$ cat src/rtl/dmem_arbiter.sv
// ---------------------------------------------------------------------------
// dmem_arbiter
// Two-port round-robin arbiter and sequencer in front of a word-addressed data
// memory (combinational read, synchronous write). One transaction is in flight
// at a time and walks IDLE -> ACCESS -> RESP -> IDLE, so each transaction takes
// at least three cycles. Accesses whose byte address is not word aligned are
// rejected with an error response and never reach the memory.
//
// Ports
//   clk, rst                      clock (rising edge), synchronous active-high reset
//   a_req_* / b_req_*             request handshake: valid, ready, we, addr, wdata
//   a_rsp_* / b_rsp_*             response handshake: valid, ready, rdata, err
//   mem_readEn, mem_writeEn       memory enables, asserted only in ACCESS
//   mem_address, mem_datain       memory address / write data, 0 outside ACCESS
//   mem_dataout                   memory read data (combinational)
//   busy                          high whenever a transaction is in flight
//   owner                         current or most recent owner (0 = A, 1 = B)
// ---------------------------------------------------------------------------
module dmem_arbiter #(
  parameter int   N             = 32,
  parameter logic RR_RESET_LAST = 1'b1
) (
  input  logic         clk,
  input  logic         rst,

  input  logic         a_req_valid,
  output logic         a_req_ready,
  input  logic         a_req_we,
  input  logic [N-1:0] a_req_addr,
  input  logic [N-1:0] a_req_wdata,
  output logic         a_rsp_valid,
  input  logic         a_rsp_ready,
  output logic [N-1:0] a_rsp_rdata,
  output logic         a_rsp_err,

  input  logic         b_req_valid,
  output logic         b_req_ready,
  input  logic         b_req_we,
  input  logic [N-1:0] b_req_addr,
  input  logic [N-1:0] b_req_wdata,
  output logic         b_rsp_valid,
  input  logic         b_rsp_ready,
  output logic [N-1:0] b_rsp_rdata,
  output logic         b_rsp_err,

  output logic         mem_readEn,
  output logic         mem_writeEn,
  output logic [N-1:0] mem_address,
  output logic [N-1:0] mem_datain,
  input  logic [N-1:0] mem_dataout,

  output logic         busy,
  output logic         owner
);

  typedef enum logic [1:0] {
    ST_IDLE   = 2'd0,
    ST_ACCESS = 2'd1,
    ST_RESP   = 2'd2
  } state_t;

  state_t         state_r;
  state_t         state_nxt_s;
  logic           own_r;
  logic           we_r;
  logic [N-1:0]   addr_r;
  logic [N-1:0]   wdata_r;
  logic [N-1:0]   rdata_r;
  logic           err_r;
  logic           last_r;

  logic           grant_valid_s;
  logic           grant_s;
  logic           aligned_s;

  // The memory ignores address[1:0], so any nonzero low bits mean misaligned.
  function automatic logic is_aligned(input logic [N-1:0] addr);
    return (addr[1:0] == 2'b00);
  endfunction

  // Round-robin choice: a lone requester wins, on a tie the port not served last wins.
  always_comb begin
    grant_valid_s = a_req_valid | b_req_valid;
    if (a_req_valid && b_req_valid) begin
      grant_s = ~last_r;
    end else begin
      grant_s = b_req_valid;
    end
    aligned_s = is_aligned(addr_r);
  end

  // Next-state and handshake/memory outputs; everything stays 0 while rst is high.
  always_comb begin
    state_nxt_s = state_r;
    a_req_ready = 1'b0;
    b_req_ready = 1'b0;
    a_rsp_valid = 1'b0;
    b_rsp_valid = 1'b0;
    a_rsp_rdata = {N{1'b0}};
    b_rsp_rdata = {N{1'b0}};
    a_rsp_err   = 1'b0;
    b_rsp_err   = 1'b0;
    mem_readEn  = 1'b0;
    mem_writeEn = 1'b0;
    mem_address = {N{1'b0}};
    mem_datain  = {N{1'b0}};
    busy        = 1'b0;

    if (!rst) begin
      busy = (state_r != ST_IDLE);
      case (state_r)
        ST_IDLE: begin
          if (grant_valid_s) begin
            state_nxt_s = ST_ACCESS;
            if (grant_s) begin
              b_req_ready = 1'b1;
            end else begin
              a_req_ready = 1'b1;
            end
          end else begin
            state_nxt_s = ST_IDLE;
          end
        end
        ST_ACCESS: begin
          state_nxt_s = ST_RESP;
          if (aligned_s) begin
            mem_address = addr_r;
            mem_datain  = wdata_r;
            mem_writeEn = we_r;
            mem_readEn  = ~we_r;
          end else begin
            mem_address = {N{1'b0}};
          end
        end
        ST_RESP: begin
          // Return to IDLE only once the owner takes the response; no grant this cycle.
          if (own_r) begin
            b_rsp_valid = 1'b1;
            b_rsp_rdata = rdata_r;
            b_rsp_err   = err_r;
            if (b_rsp_ready) begin
              state_nxt_s = ST_IDLE;
            end else begin
              state_nxt_s = ST_RESP;
            end
          end else begin
            a_rsp_valid = 1'b1;
            a_rsp_rdata = rdata_r;
            a_rsp_err   = err_r;
            if (a_rsp_ready) begin
              state_nxt_s = ST_IDLE;
            end else begin
              state_nxt_s = ST_RESP;
            end
          end
        end
        default: begin
          state_nxt_s = ST_IDLE;
        end
      endcase
    end else begin
      state_nxt_s = ST_IDLE;
    end
  end

  // State register plus request latch on grant and response capture in ACCESS.
  always_ff @(posedge clk) begin
    if (rst) begin
      state_r <= ST_IDLE;
      last_r  <= RR_RESET_LAST;
      own_r   <= RR_RESET_LAST;
      we_r    <= 1'b0;
      addr_r  <= {N{1'b0}};
      wdata_r <= {N{1'b0}};
      rdata_r <= {N{1'b0}};
      err_r   <= 1'b0;
    end else begin
      state_r <= state_nxt_s;
      case (state_r)
        ST_IDLE: begin
          if (grant_valid_s) begin
            own_r   <= grant_s;
            last_r  <= grant_s;
            we_r    <= grant_s ? b_req_we    : a_req_we;
            addr_r  <= grant_s ? b_req_addr  : a_req_addr;
            wdata_r <= grant_s ? b_req_wdata : a_req_wdata;
          end
        end
        ST_ACCESS: begin
          if (aligned_s) begin
            err_r   <= 1'b0;
            // Writes return zero data; reads capture the combinational memory output.
            rdata_r <= we_r ? {N{1'b0}} : mem_dataout;
          end else begin
            err_r   <= 1'b1;
            rdata_r <= {N{1'b0}};
          end
        end
        default: begin
          err_r <= err_r;
        end
      endcase
    end
  end

  assign owner = own_r;

endmodule

$ cat config.mk
export PLATFORM = sky130hd
export DESIGN_NAME = dmem_arbiter
export DESIGN_NICKNAME = d
export VERILOG_FILES = /design/src/rtl/dmem_arbiter.sv
export SDC_FILE = /design/constraint.sdc
export NUM_CORES = 1
export LEC_CHECK = 0
export ABC_AREA = 1
export CORE_MARGIN = 1
export CORE_UTILIZATION = 40
export CTS_CLUSTER_DIAMETER = 100
export DETAILED_ROUTE_END_ITERATION = 16
export PLACE_DENSITY = 0.92
export SYNTH_ARGS = -nofsm -noshare
export SYNTH_HDL_FRONTEND = slang
export SYNTH_SLANG_ARGS = --single-unit
$ cat constraint.sdc
create_clock -name clk -period 1.5 [get_ports clk]
set_input_delay 0.375 -clock clk [delete_from_list [all_inputs] [get_ports clk]]
set_output_delay 0.375 -clock clk [all_outputs]
set_load 0.01 [all_outputs]
==> flow_summary.yaml <==
outcome:
  status: "complete, but fails checks"
  violations: "setup timing"
sta:
  finalHoldViolCount: 0
  fin_skew_ps: 5.917
  finalSetupViolations: 201
  fmax_mhz: 506.2
  tns_ps: -60540
  slew_viol_final: 0
  rsz0062_at_grt: "yes"
  period_share_pct: 131.7
  slew-limit-headroom_pct: 58.68
  layout_min_cycle_time_ps: 1976
  setup_ws_ps: -475.6
  worstMarginPinSlew_ps: 619.8
worst_setup_path:
  timing.rr.end: "wdata_r[3]"
  ff2ff_setup_slack_ps: -200
  arrival_ps: 1600
  worstSetupPathType: "register to output port"
  start_kind: "register"
  worstReg2RegStart: "state_r[1]"
  crit_fanout: 7
  crit_path_end_kind: "output port"
  required_ps: 1120
  reg2regPathDepth: 10
global_routing:
  antenna_found_initial: 1
  grt_pass1_wl_um: 30450
  grt_max_degree: 66
  grt_overflow_total: 0
  grt_usage_pct: 26.71
  grt_pass1_vias: 6336
clock_tree:
  numCtsBuffers: 9
  path_clk_slew_ps: 70
  cts_tree: "built"
  hold_buffers: 0
  cts_root_buf: "clkbuf_16"
  clockBufferDepth: 2
  clock-sinks: 101
  htree_num_levels: 3
  clkLatencyLatePin_ps: 350
job:
  maxCapViolations: 0
power:
  p_leak_nw: 4.785
  pwr_density_cell_nw_per_um2: 821.7
  ir_drop_uv: 693.4
drt:
  vias: 7200
  top_layer_used: "met4"
  drtPass1Iterations: 5
  met2_length_um: 12100
  drc: 0
  avgRoutedWirePerCell_um: 16.40
  drtAntennaViolNets: 0
  routed_via_density: 5.046
  detail_route.iter0.violations: 462
  routed_wl_um: 23410
  met3_wirelength_um: 1622
  drt-met1-wl_um: 8627
floorplanning:
  rows: 43
  die_h_um: 121.0
  core_um2: 13830
  fp.dieW_um: 121.0
  start_util_pct: 40.95
  dieArea_um2: 14630
  io_pins: 306
yosys:
  muxShareOfSynthArea_pct: 0
  synthArstFlopShare_pct: 0
  synth-simple-area-share_pct: 50.03
  synth.most_common_cell: "nand2_1"
  synth_fa_ha_area_share_pct: 0
  synth_top_area_share_pct: 35.71
  avgSynthCellArea_um2: 6.147
  ys_ff_latch: 101
  synth_edf_count: 0
  yosys-top-cells-count: "nand2_1, nor2_1, nand3_1, inv_1, dfxtp_1"
  synth_top_family_by_area: "simple AND/OR/NAND/NOR gates"
  ys_warn_count: 0
  ys_seq_area_share_pct: 35.71
  synth_compound_area_share_pct: 0.2652
  postSynthCellCount: 921
  synth_top_area_cell: "dfxtp_1"
  synth_area_um2: 5662
  ys_types: 19
  synth-xor-area-share_pct: 0
  netlist_top_cells_area: "dfxtp_1, nand2_1, nand3_1"
  synthFlopType: "dfxtp_1"
layout:
  nNetsFinal: 1409
  fillers: 1040
  drive_above_1_share_pct: 31.78
  fin_area_um2: 10200
  instances_no_fill: 1427
  syn2layout_area_growth_pct: 80.22
place:
  detailed_place_hpwl_um: 14030
  dp_cells: 1370
  place_area_um2: 9015
  port_buffers: 303
  place_congestion: 0.8637
  pre_cts_slack_ps: -963.7
hold_path:
  hp-class: "primary input to register"
  hold_end: "last_r"
  hold_depth: 4
  hp-start: "b_req_valid"
==> placed cells by master, fill, tap and decap left out, types with 48 or more instances in the layout <==
master           instances
nand2_1                293
clkdlybuf4s50_1        164
buf_2                  113
inv_1                  102
dfxtp_1                 98
nand3_1                 71
nor2_2                  65
nand3b_1                65
nand3_2                 53
nor2_1                  48
==> what timing repair did <==
| action | CTS | global route |
|---|---|---|
| endpoints found under the setup margin | 201 | 201 |
| cloned | 7 | 16 |
| resized for setup | 585 | 190 |
| pin swaps | 6 | 32 |
| buffers inserted | 11 | 8 |
| endpoints found under the hold margin | 0 | 0 |
==> registers in the layout, summed over array words and instances, names as in the netlist <==
signal,flops
err_r,1
addr_r,32
last_r,1
wdata_r,32
state_r,2
rdata_r,32
we_r,1
==> where the power goes <==
part,switching (W),internal (W)
sequential,0.000156,0.00297
clock,0.00103,0.00180
combinational,0.00126,0.00117
==> area by class of cell <==
| class | instances | area, um^2 | share of cell area (%) |
|---|---|---|---|
| clock inverter | 6 | 135.1 | 1.324 |
| timing repair buffer | 377 | 3543 | 34.73 |
| antenna | 1 | 2.502 | 0.02452 |
| sequential | 101 | 2028 | 19.88 |
| multi-input combinational | 645 | 3621 | 35.49 |
| inverter | 107 | 419.2 | 4.108 |
| clock buffer | 10 | 229.0 | 2.244 |
| tap | 180 | 225.2 | 2.207 |
==> through the flow <==
| stage | utilization, % | total power [W] | hold slack (ps) |
|---|---|---|---|
| floorplan | - | 0.004130 | 426.1 |
| detailed placement | 65.20 | 0.005024 | 439.6 |
| global route | 73.79 | 0.008726 | 466.5 |
| finish | 73.79 | 0.008385 | 429.0 |
| global placement | 65.20 | 0.004969 | 436.1 |
| CTS | 66.06 | 0.007925 | 424.5 |
==> per-layer routing <==
| layer | vias to the layer above | track usage (%) |
|---|---|---|
| li1 | 3454 | - |
| met1 | 3332 | 27.89 |
| met3 | 71 | 5.733 |
| met5 | - | 0 |
| met4 | 0 | 14.20 |
| met2 | 343 | 49.61 |
==> worst max-delay path, cell delays in order, from the launching register on <==
cell,delay [ps]
dfxtp_2,340
inv_2,60
nor2_4,100
buf_6,120
nand3_4,160
buf_6,210
nor2_1,100
buf_2,160
==> worst max-delay path by stage <==
stage                            to  depth (start not counted)  startpoint
finish               a_rsp_rdata[2]                          7  state_r[1]
global route         a_rsp_rdata[2]                          7  state_r[1]
CTS                 a_rsp_rdata[19]                          7  state_r[1]
detailed placement      a_rsp_valid                          6         rst
global placement        a_req_ready                          5         rst
floorplan            mem_datain[20]                          5  state_r[0]
==> cells by family (layout without fill, tap and decap cells) <==
logic type / after synthesis / count (layout)
compound gates: 3 / 3
buf+inv: 176 / 500
flops: 101 / 101
other cells: 1 / 3
simple gates: 640 / 640
(Power assumes the default switching activity.)
